## src/rtl/dcsk_msg_serializer.sv

```systemverilog
// rtl/dcsk_msg_serializer.sv - queued parallel-to-serial message front end for the DCSK modulator
// Each message bit is held for SF enabled cycles; words stream back-to-back from a small FIFO.
module dcsk_msg_serializer #(
    parameter int MSG_WIDTH = 8,
    parameter int SF        = 16,
    parameter int DEPTH     = 2
) (
    input  logic                 clk,
    input  logic                 rst_n,
    input  logic                 in_valid,
    output logic                 in_ready,
    input  logic [MSG_WIDTH-1:0] in_data,
    input  logic                 in_lsb_first,
    input  logic                 en,
    input  logic                 flush,
    output logic                 out_bit,
    output logic                 out_valid,
    output logic                 bit_start,
    output logic                 msg_last,
    output logic                 empty
);

    localparam int CW = (SF > 1) ? $clog2(SF) : 1;
    localparam int BW = (MSG_WIDTH > 1) ? $clog2(MSG_WIDTH) : 1;
    localparam int AW = $clog2(DEPTH);
    localparam logic [CW-1:0] CHIP_MAX = CW'(SF - 1);
    localparam logic [BW-1:0] BIT_MAX  = BW'(MSG_WIDTH - 1);

    typedef enum logic {IDLE, SHIFT} state_t;

    state_t               state_q;
    logic [CW-1:0]        chip_cnt_q;
    logic [BW-1:0]        bit_cnt_q;
    logic [MSG_WIDTH-1:0] shreg_q;
    logic                 lsb_first_q;

    logic [MSG_WIDTH:0]   mem_q [DEPTH];
    logic [AW:0]          wr_ptr_q, wr_ptr_d;
    logic [AW:0]          rd_ptr_q, rd_ptr_d;

    logic q_empty, q_full, push, end_of_word, load;

    // Extra pointer MSB distinguishes full from empty when the indices match.
    assign q_empty     = (wr_ptr_q == rd_ptr_q);
    assign q_full      = (wr_ptr_q[AW] != rd_ptr_q[AW]) && (wr_ptr_q[AW-1:0] == rd_ptr_q[AW-1:0]);
    assign in_ready    = !q_full && !flush;
    assign push        = in_valid && in_ready;
    assign end_of_word = (state_q == SHIFT) && (chip_cnt_q == CHIP_MAX) && (bit_cnt_q == BIT_MAX);
    assign load        = !flush && en && !q_empty && ((state_q == IDLE) || end_of_word);

    always_comb begin
        wr_ptr_d = wr_ptr_q;
        rd_ptr_d = rd_ptr_q;
        if (flush) begin
            wr_ptr_d = '0;
            rd_ptr_d = '0;
        end else begin
            if (push) wr_ptr_d = wr_ptr_q + 1'b1;
            if (load) rd_ptr_d = rd_ptr_q + 1'b1;
        end
    end

    always_ff @(posedge clk or negedge rst_n) begin
        if (!rst_n) begin
            wr_ptr_q <= '0;
            rd_ptr_q <= '0;
        end else begin
            wr_ptr_q <= wr_ptr_d;
            rd_ptr_q <= rd_ptr_d;
        end
    end

    always_ff @(posedge clk) begin
        if (push) mem_q[wr_ptr_q[AW-1:0]] <= {in_lsb_first, in_data};
    end

    always_ff @(posedge clk or negedge rst_n) begin
        if (!rst_n) begin
            state_q     <= IDLE;
            chip_cnt_q  <= '0;
            bit_cnt_q   <= '0;
            shreg_q     <= '0;
            lsb_first_q <= 1'b0;
        end else if (flush) begin
            state_q    <= IDLE;
            chip_cnt_q <= '0;
            bit_cnt_q  <= '0;
        end else if (en) begin
            if (load) begin
                state_q                <= SHIFT;
                {lsb_first_q, shreg_q} <= mem_q[rd_ptr_q[AW-1:0]];
                chip_cnt_q             <= '0;
                bit_cnt_q              <= '0;
            end else if (end_of_word) begin
                state_q    <= IDLE;
                chip_cnt_q <= '0;
                bit_cnt_q  <= '0;
            end else if (state_q == SHIFT) begin
                if (chip_cnt_q == CHIP_MAX) begin
                    chip_cnt_q <= '0;
                    bit_cnt_q  <= bit_cnt_q + 1'b1;
                    shreg_q    <= lsb_first_q ? {1'b0, shreg_q[MSG_WIDTH-1:1]}
                                              : {shreg_q[MSG_WIDTH-2:0], 1'b0};
                end else begin
                    chip_cnt_q <= chip_cnt_q + 1'b1;
                end
            end
        end
    end

    assign out_valid = (state_q == SHIFT);
    assign out_bit   = out_valid && (lsb_first_q ? shreg_q[0] : shreg_q[MSG_WIDTH-1]);
    assign bit_start = out_valid && (chip_cnt_q == '0);
    assign msg_last  = out_valid && (bit_cnt_q == BIT_MAX);
    assign empty     = (state_q == IDLE) && q_empty;

endmodule

```

## config.mk

```make
export PLATFORM = sky130hd
export DESIGN_NAME = dcsk_msg_serializer
export DESIGN_NICKNAME = d
export VERILOG_FILES = /design/src/rtl/dcsk_msg_serializer.sv
export SDC_FILE = /design/constraint.sdc
export NUM_CORES = 1
export LEC_CHECK = 0
export CORE_MARGIN = 2
export CORE_UTILIZATION = 40
export CTS_BUF_LIST = sky130_fd_sc_hd__clkbuf_4 sky130_fd_sc_hd__clkbuf_8
export CTS_CLUSTER_DIAMETER = 50
export CTS_CLUSTER_SIZE = 30
export DETAILED_ROUTE_END_ITERATION = 16
export PLACE_DENSITY = 0.69
export SETUP_SLACK_MARGIN = 0.15
export SYNTH_ARGS = -nofsm -noshare
export SYNTH_HDL_FRONTEND = slang
export SYNTH_SLANG_ARGS = --single-unit
```

## constraint.sdc

```tcl
create_clock -name clk -period 2 [get_ports clk]
set_input_delay 0.3 -clock clk [delete_from_list [all_inputs] [get_ports clk]]
set_output_delay 0.3 -clock clk [all_outputs]
set_load 0.03 [all_outputs]
```

# --- After elaboration in Yosys (flattened, before gate mapping) ---
# Memories as Yosys holds them, arrays and structs flattened.
# Index checks and enable logic that the tools add are counted.
# Widths: inputs -> output; s select.
word_totals:
  register_bits: 21
  memories: 1
  inputBits: 14
  wordCells: 78
  ram_bits: 18
  out_inout_bits: 6
mem_list:
  columns: ["name", "words", "word_bits", "read_ports", "rd_ports_with_merged_regs", "write_ports", "line", "text"]
  rows:
  - ["mem_q", 2, 9, 1, 0, 1, "37", "logic [MSG_WIDTH:0] mem_q [DEPTH];"]
classes:
  reduce_logical: 30
  n_eq_ne: 6
  addsub: 4
  bitwise: 2
  mux: 28
op_table:
  columns: ["operator", "count"]
  rows:
  - ["$mux 8", 5]
  - ["$mux 4", 6]
  - ["$mux 3", 6]
  - ["$logic_and 1x1->1", 12]
  - ["$reduce_bool 2->1", 5]
  - ["$mux 2", 4]
  - ["$reduce_bool 4->1", 2]
  - ["$mux 1", 7]
  - ["$reduce_and 3->1", 2]
  - ["$reduce_and 5->1", 1]
  - ["$add 2x1->2 const B", 2]
  - ["$add 4x1->4 const B", 1]
  - ["$eq 4x4->1 const B", 1]
  - ["$logic_not 4->1", 1]
  - ["$reduce_and 2->1", 2]
  - ["$add 3x1->3 const B", 1]
  - ["$eq 3x3->1 const B", 1]
  - ["$logic_not 1->1", 3]
  - ["$reduce_bool 3->1", 1]
  - ["$eq 2x2->1", 1]
  - ["$ne 2x1->1 const B", 1]
  - ["$not 1->1", 2]
  - ["$eq 1x1->1", 1]
  - ["$logic_or 1x1->1", 1]
  - ["$ne 1x1->1", 1]

# --- Longest topological paths before layout ---
logic_depth:
  ltp_word: 8
  mapped_depth: 7
  mapped_depth_nobuf: 6

# --- Worst setup path before layout ---
# No wires, ideal clock.
synth_timing:
  path_type: "register -> register"
  start: "register rd_ptr_q[0]"
  end: "memory mem_q[0][0] (netlist bit), enable pin"
  required_ns: 1.626
  t_arrival_ns: 1.835
  slack_ns: -0.209
  stages_incl_launch_ff: 6
  n_path_buf: 1
  setup_ns: 0.374
  period_less_slack_ns: 2.209
  cell_sequence: "dfrtp_1 -> buf_2 -> xnor2_2 -> a21oi_1 -> nand2_1 -> nor2_1"
synth_between:
  elab_chain_cells: 7
synth_lines:
  columns: ["item", "line", "text"]
  rows:
  - ["from (decl)", "39", "logic [AW:0] rd_ptr_q, rd_ptr_d;"]
  - ["from (signal assigned)", "69", "rd_ptr_q <= rd_ptr_d;"]
  - ["$eq 1x1->1", "45", "assign q_full = (wr_ptr_q[AW] != rd_ptr_q[AW]) && (wr_ptr_q[AW-1:0] == rd_ptr_q[AW-1:0]);"]
  - ["$logic_and 1x1->1", "45", null]
  - ["$logic_not 1->1", "46", "assign in_ready = !q_full && !flush;"]
  - ["$logic_and 1x1->1", "46", null]
  - ["named net in_ready", "11", "output logic in_ready,"]
  - ["$logic_and 1x1->1", "47", "assign push = in_valid && in_ready;"]
  - ["$mux 1", "74", "if (push) mem_q[wr_ptr_q[AW-1:0]] <= {in_lsb_first, in_data};"]
  - ["$mux 1 (not written as such)", "74", null]
  - ["to (decl)", "37", null]
# The timed path passes the listed nets, and every way through them passes these cells.

# --- Worst setup path after layout ---
layout_timing:
  start: "register bit_cnt_q[0]"
  end: "register chip_cnt_q[2]"
layout_between:
  elab_chain_cells: 7
  elab_cells_between_ends: 10
  classes_between: "eq/ne: 1; mux: 4; reduce/logical: 5"
layout_lines:
  columns: ["item", "line", "text"]
  rows:
  - ["from (decl)", "33", "logic [BW-1:0] bit_cnt_q;"]
  - ["from (signal assigned)", "101", "bit_cnt_q <= bit_cnt_q + 1'b1;"]
  - ["$eq 3x3->1 *", "48", "assign end_of_word = (state_q == SHIFT) && (chip_cnt_q == CHIP_MAX) && (bit_cnt_q == BIT_MAX);"]
  - ["$logic_and 1x1->1 *", "48", null]
  - ["$logic_or 1x1->1", "49", "assign load = !flush && en && !q_empty && ((state_q == IDLE) || end_of_word);"]
  - ["$logic_and 1x1->1", "49", null]
  - ["$mux 4", "89", "if (load) begin"]
  - ["$mux 4", "88", "end else if (en) begin"]
  - ["$mux 4", "84", "end else if (flush) begin"]
  - ["to (signal assigned)", "105", "chip_cnt_q <= chip_cnt_q + 1'b1;"]
  - ["to (decl)", "32", "logic [CW-1:0] chip_cnt_q;"]
# Every way passes the cells marked *; elsewhere a longest branch is shown, timed or not. The select of a mux whose other input is x is not followed.
# A chain may end at the register's enable or synchronous reset.

==> flow_summary.ini <==
[grt]
grt_pass1_wl_mm = 6.451
grtUsageMet1_pct = 17.74
antenna_found_initial = 0
grt_overflow = 0
top_usage_layer = met2
grt_pass1_vias = 1390
met3_usage_pct = 4.664
grt_max_degree = 22
grtUsageMet2_pct = 28.97
grt_usage_pct = 16.02

[clock_tree]
cts.sinks = 39
cts_tree = built
cts_root_buffer = clkbuf_8
clock_path_buffers = 2
worstSkewPairLatency_ps = 290
path_clk_slew_ps = 80
cts_buffers = 5
htree_levels = 2

[layout]
syn2layout_area_growth_pct = 29.55
diodes = 0
design_area_sq_mm = 0.002501
layout.nets = 204
drive_gt1_share_pct = 29.41

[routing]
wl_per_cell_microns = 15.98
drc = 0
vias = 1310
ant_nets = 0
drt-total-wl_mm = 3.852
drt_iter0_drc = 34
drtPass1Iterations = 4
vias_per_cell = 5.436

[setup_path]
crit_arrival_ps = 2110
cpLargestDelayFamily = simple AND/OR/NAND/NOR gates
cp-end-kind = flop
critPathBufInv = 1
cp_max_fo = 4
critical_path.max_stage_delay_ps = 520
cp-start-kind = flop
crit_slowest_cell = or4b_1
required_ps = 2220
critical_path_class = flop to flop
path_cells = ha_2, ha_4, nand4_1, a221oi_4, buf_4, or4b_1, a21oi_2

[timing]
setup_viol = 0
max_slew_margin_pct = 64.16
slew_violations = 0
hold_viol_final = 0
setup_tns_ps = 0
maxClockFrequency_mhz = 531.3
whs_ps = 360.2
rsz0062_at_grt = yes
min_period_over_period_pct = 94.11
timing.final.crit_period_ps = 1882
clock_skew_ps = 3.613
worst_slew_pin_slew_ps = 533.1

[die]
rows = 25
ios = 20
start_util_pct = 41.15
die_x_microns = 73.48
die_h_microns = 73.48
coreArea_sq_mm = 0.004692
die_area_sq_mm = 0.005399

[synthesis]
synthDominantCellAreaShare_pct = 28.00
synth_top_area_cell = edfxtp_1
synth_cells = 152
synth_nets = 170
synthTopCellsByArea = edfxtp_1 28%, dfrtp_1 27%, mux2i_1 14%, mux2_2 5.8%, ha_1 2.6%
ys_async_sr_fraction_pct = 53.85
synth_most_common_cell = mux2i_1
yosysWarningCount = 0
synth_seq_cells = 39
synth_edf_count = 18
synth_ff_type = dfrtp_1
synthTopCellsByCount = 27 x mux2i_1, 21 x dfrtp_1, 18 x edfxtp_1
ys_types = 37
postSynthAreaPerCell_sq_um = 12.70
synth.yosys.seq_area_share_pct = 55.22
synth_area_sq_mm = 0.001931

[power_and_ir_drop]
p_comb_share_pct = 28.7
switching_share_pct = 28.49
p_per_area_mw_per_mm2 = 1022
power.total_mw = 2.555
p_sw_mw = 0.7280
leakage_nw = 1.035
p_clk_share_pct = 30.8
seq_power_share_pct = 40.5
peakVddDrop_v = 0.0004797
p_int_mw = 1.827

[place]
place_area_sq_mm = 0.002277
numPortBuffers = 19
gp_congestion = 0.8789
hpwl_mm = 2.690

[job]
drv_cap = 0

[run_status]
status = completed

[worst_hold_path]
min_path_type = input pin to async pin
final cells by class:
cell class,instances,area (sq um)
Clock buffer,6,76.32
Tap cell,54,67.56
Timing Repair Buffer,34,317.8
Inverter,6,22.52
Multi-Input combinational cell,100,889.6
Sequential cell,39,1067
Fill cell,385,2191
Clock inverter,2,60.06
per-layer routing:
metal / vias to the layer above / share of wire [%]
met3: 7 / 4.7
li1: 619 / -
met1: 653 / 41
met5: - / 0
met2: 31 / 54
met4: 0 / 1.1
metrics by stage:
| stage | setup slack, ps | utilization [%] | instances |
|---|---|---|---|
| after floorplan | 141.0 | - | 152 |
| after global placement | 146.7 | 48.53 | 230 |
| after detailed placement | 46.72 | 48.53 | 230 |
| after CTS | 128.9 | 52.27 | 241 |
| after global routing | 48.81 | 53.31 | 241 |
| final | 117.8 | 53.31 | 241 |
repair_timing:
| item | CTS | global route |
|---|---|---|
| setup buffers | 3 | 0 |
| gates cloned | 0 | 0 |
| gates resized for setup | 9 | 13 |
| endpoints found under the setup margin | 13 | 14 |
| pin swaps | 2 | 3 |
| hold buffers | 0 | 0 |
sequential cells by signal (all words and copies together) (netlist names):
register and cells:
bit_cnt_q 3, wr_ptr_q 2, shreg_q 8, chip_cnt_q 4, out_valid 1, mem_q 18
lsb_first_q 1, rd_ptr_q 2
logic make-up after synthesis:
family / Yosys count / synth area share (%)
multiplexers: 37 / 19.83
adder cells (fa/ha/maj): 4 / 2.592
buffers and inverters: 13 / 3.175
AND/OR/NAND/NOR: 34 / 9.074
AO/OA/AOI/OAI: 20 / 7.454
flip-flops: 39 / 55.22
XOR/XNOR: 5 / 2.658
worst reg2reg max path: cells and delay by family, from the launching register on:
| kind | cells | cell delay [ps] |
|---|---|---|
| AND/OR/NAND/NOR | 2 | 660 |
| flip-flops | 1 | 390 |
| adder cells (fa/ha/maj) | 2 | 380 |
| AO/OA/AOI/OAI | 2 | 230 |
| buffers and inverters | 1 | 170 |
final timing paths:
check                                    startpoint                        end  slack (ps)  cells past startpoint
setup / recovery           bit_cnt_q[0]$_DFFE_PN0P_  chip_cnt_q[2]$_DFFE_PN0P_         120                      7
hold / removal                                rst_n  chip_cnt_q[3]$_DFFE_PN0P_         360                      2
setup reg to reg           bit_cnt_q[0]$_DFFE_PN0P_  chip_cnt_q[2]$_DFFE_PN0P_         120                      7
hold reg to reg              shreg_q[6]$_DFFE_PN0P_     shreg_q[6]$_DFFE_PN0P_         540                      1
max in group asynchronous                     rst_n    wr_ptr_q[0]$_DFFE_PN0P_        1390                      2
min in group clk             shreg_q[6]$_DFFE_PN0P_     shreg_q[6]$_DFFE_PN0P_         540                      1
layout by cell type, fill, tap and decap left out, drive strengths merged, types with 2 or more instances in the layout:
cell / count
o21ai: 7
edfxtp: 18
xnor2: 3
clkdlybuf4s15: 2
inv: 6
a21oi: 6
buf: 17
dfrtp: 21
clkdlybuf4s50: 14
nand3: 3
nor2: 6
bufinv: 2
xor2: 2
nand2: 11
ha: 4
nand2b: 2
nor2b: 3
clkbuf: 6
a31oi: 2
mux2: 10
mux2i: 27
power by group through the flow:
stage / Sequential [mW] / Combinational (mW) / Clock [mW]
6_report: 1.04 / 0.734 / 0.786
5_1_grt: 1.05 / 0.801 / 0.834
4_1_cts: 1.03 / 0.702 / 0.800
3_5_place_dp: 1.04 / 0.691 / 0
3_3_place_gp: 1.04 / 0.655 / 0
2_1_floorplan: 1.02 / 0.488 / 0
Power figures use the tool's default switching activity.
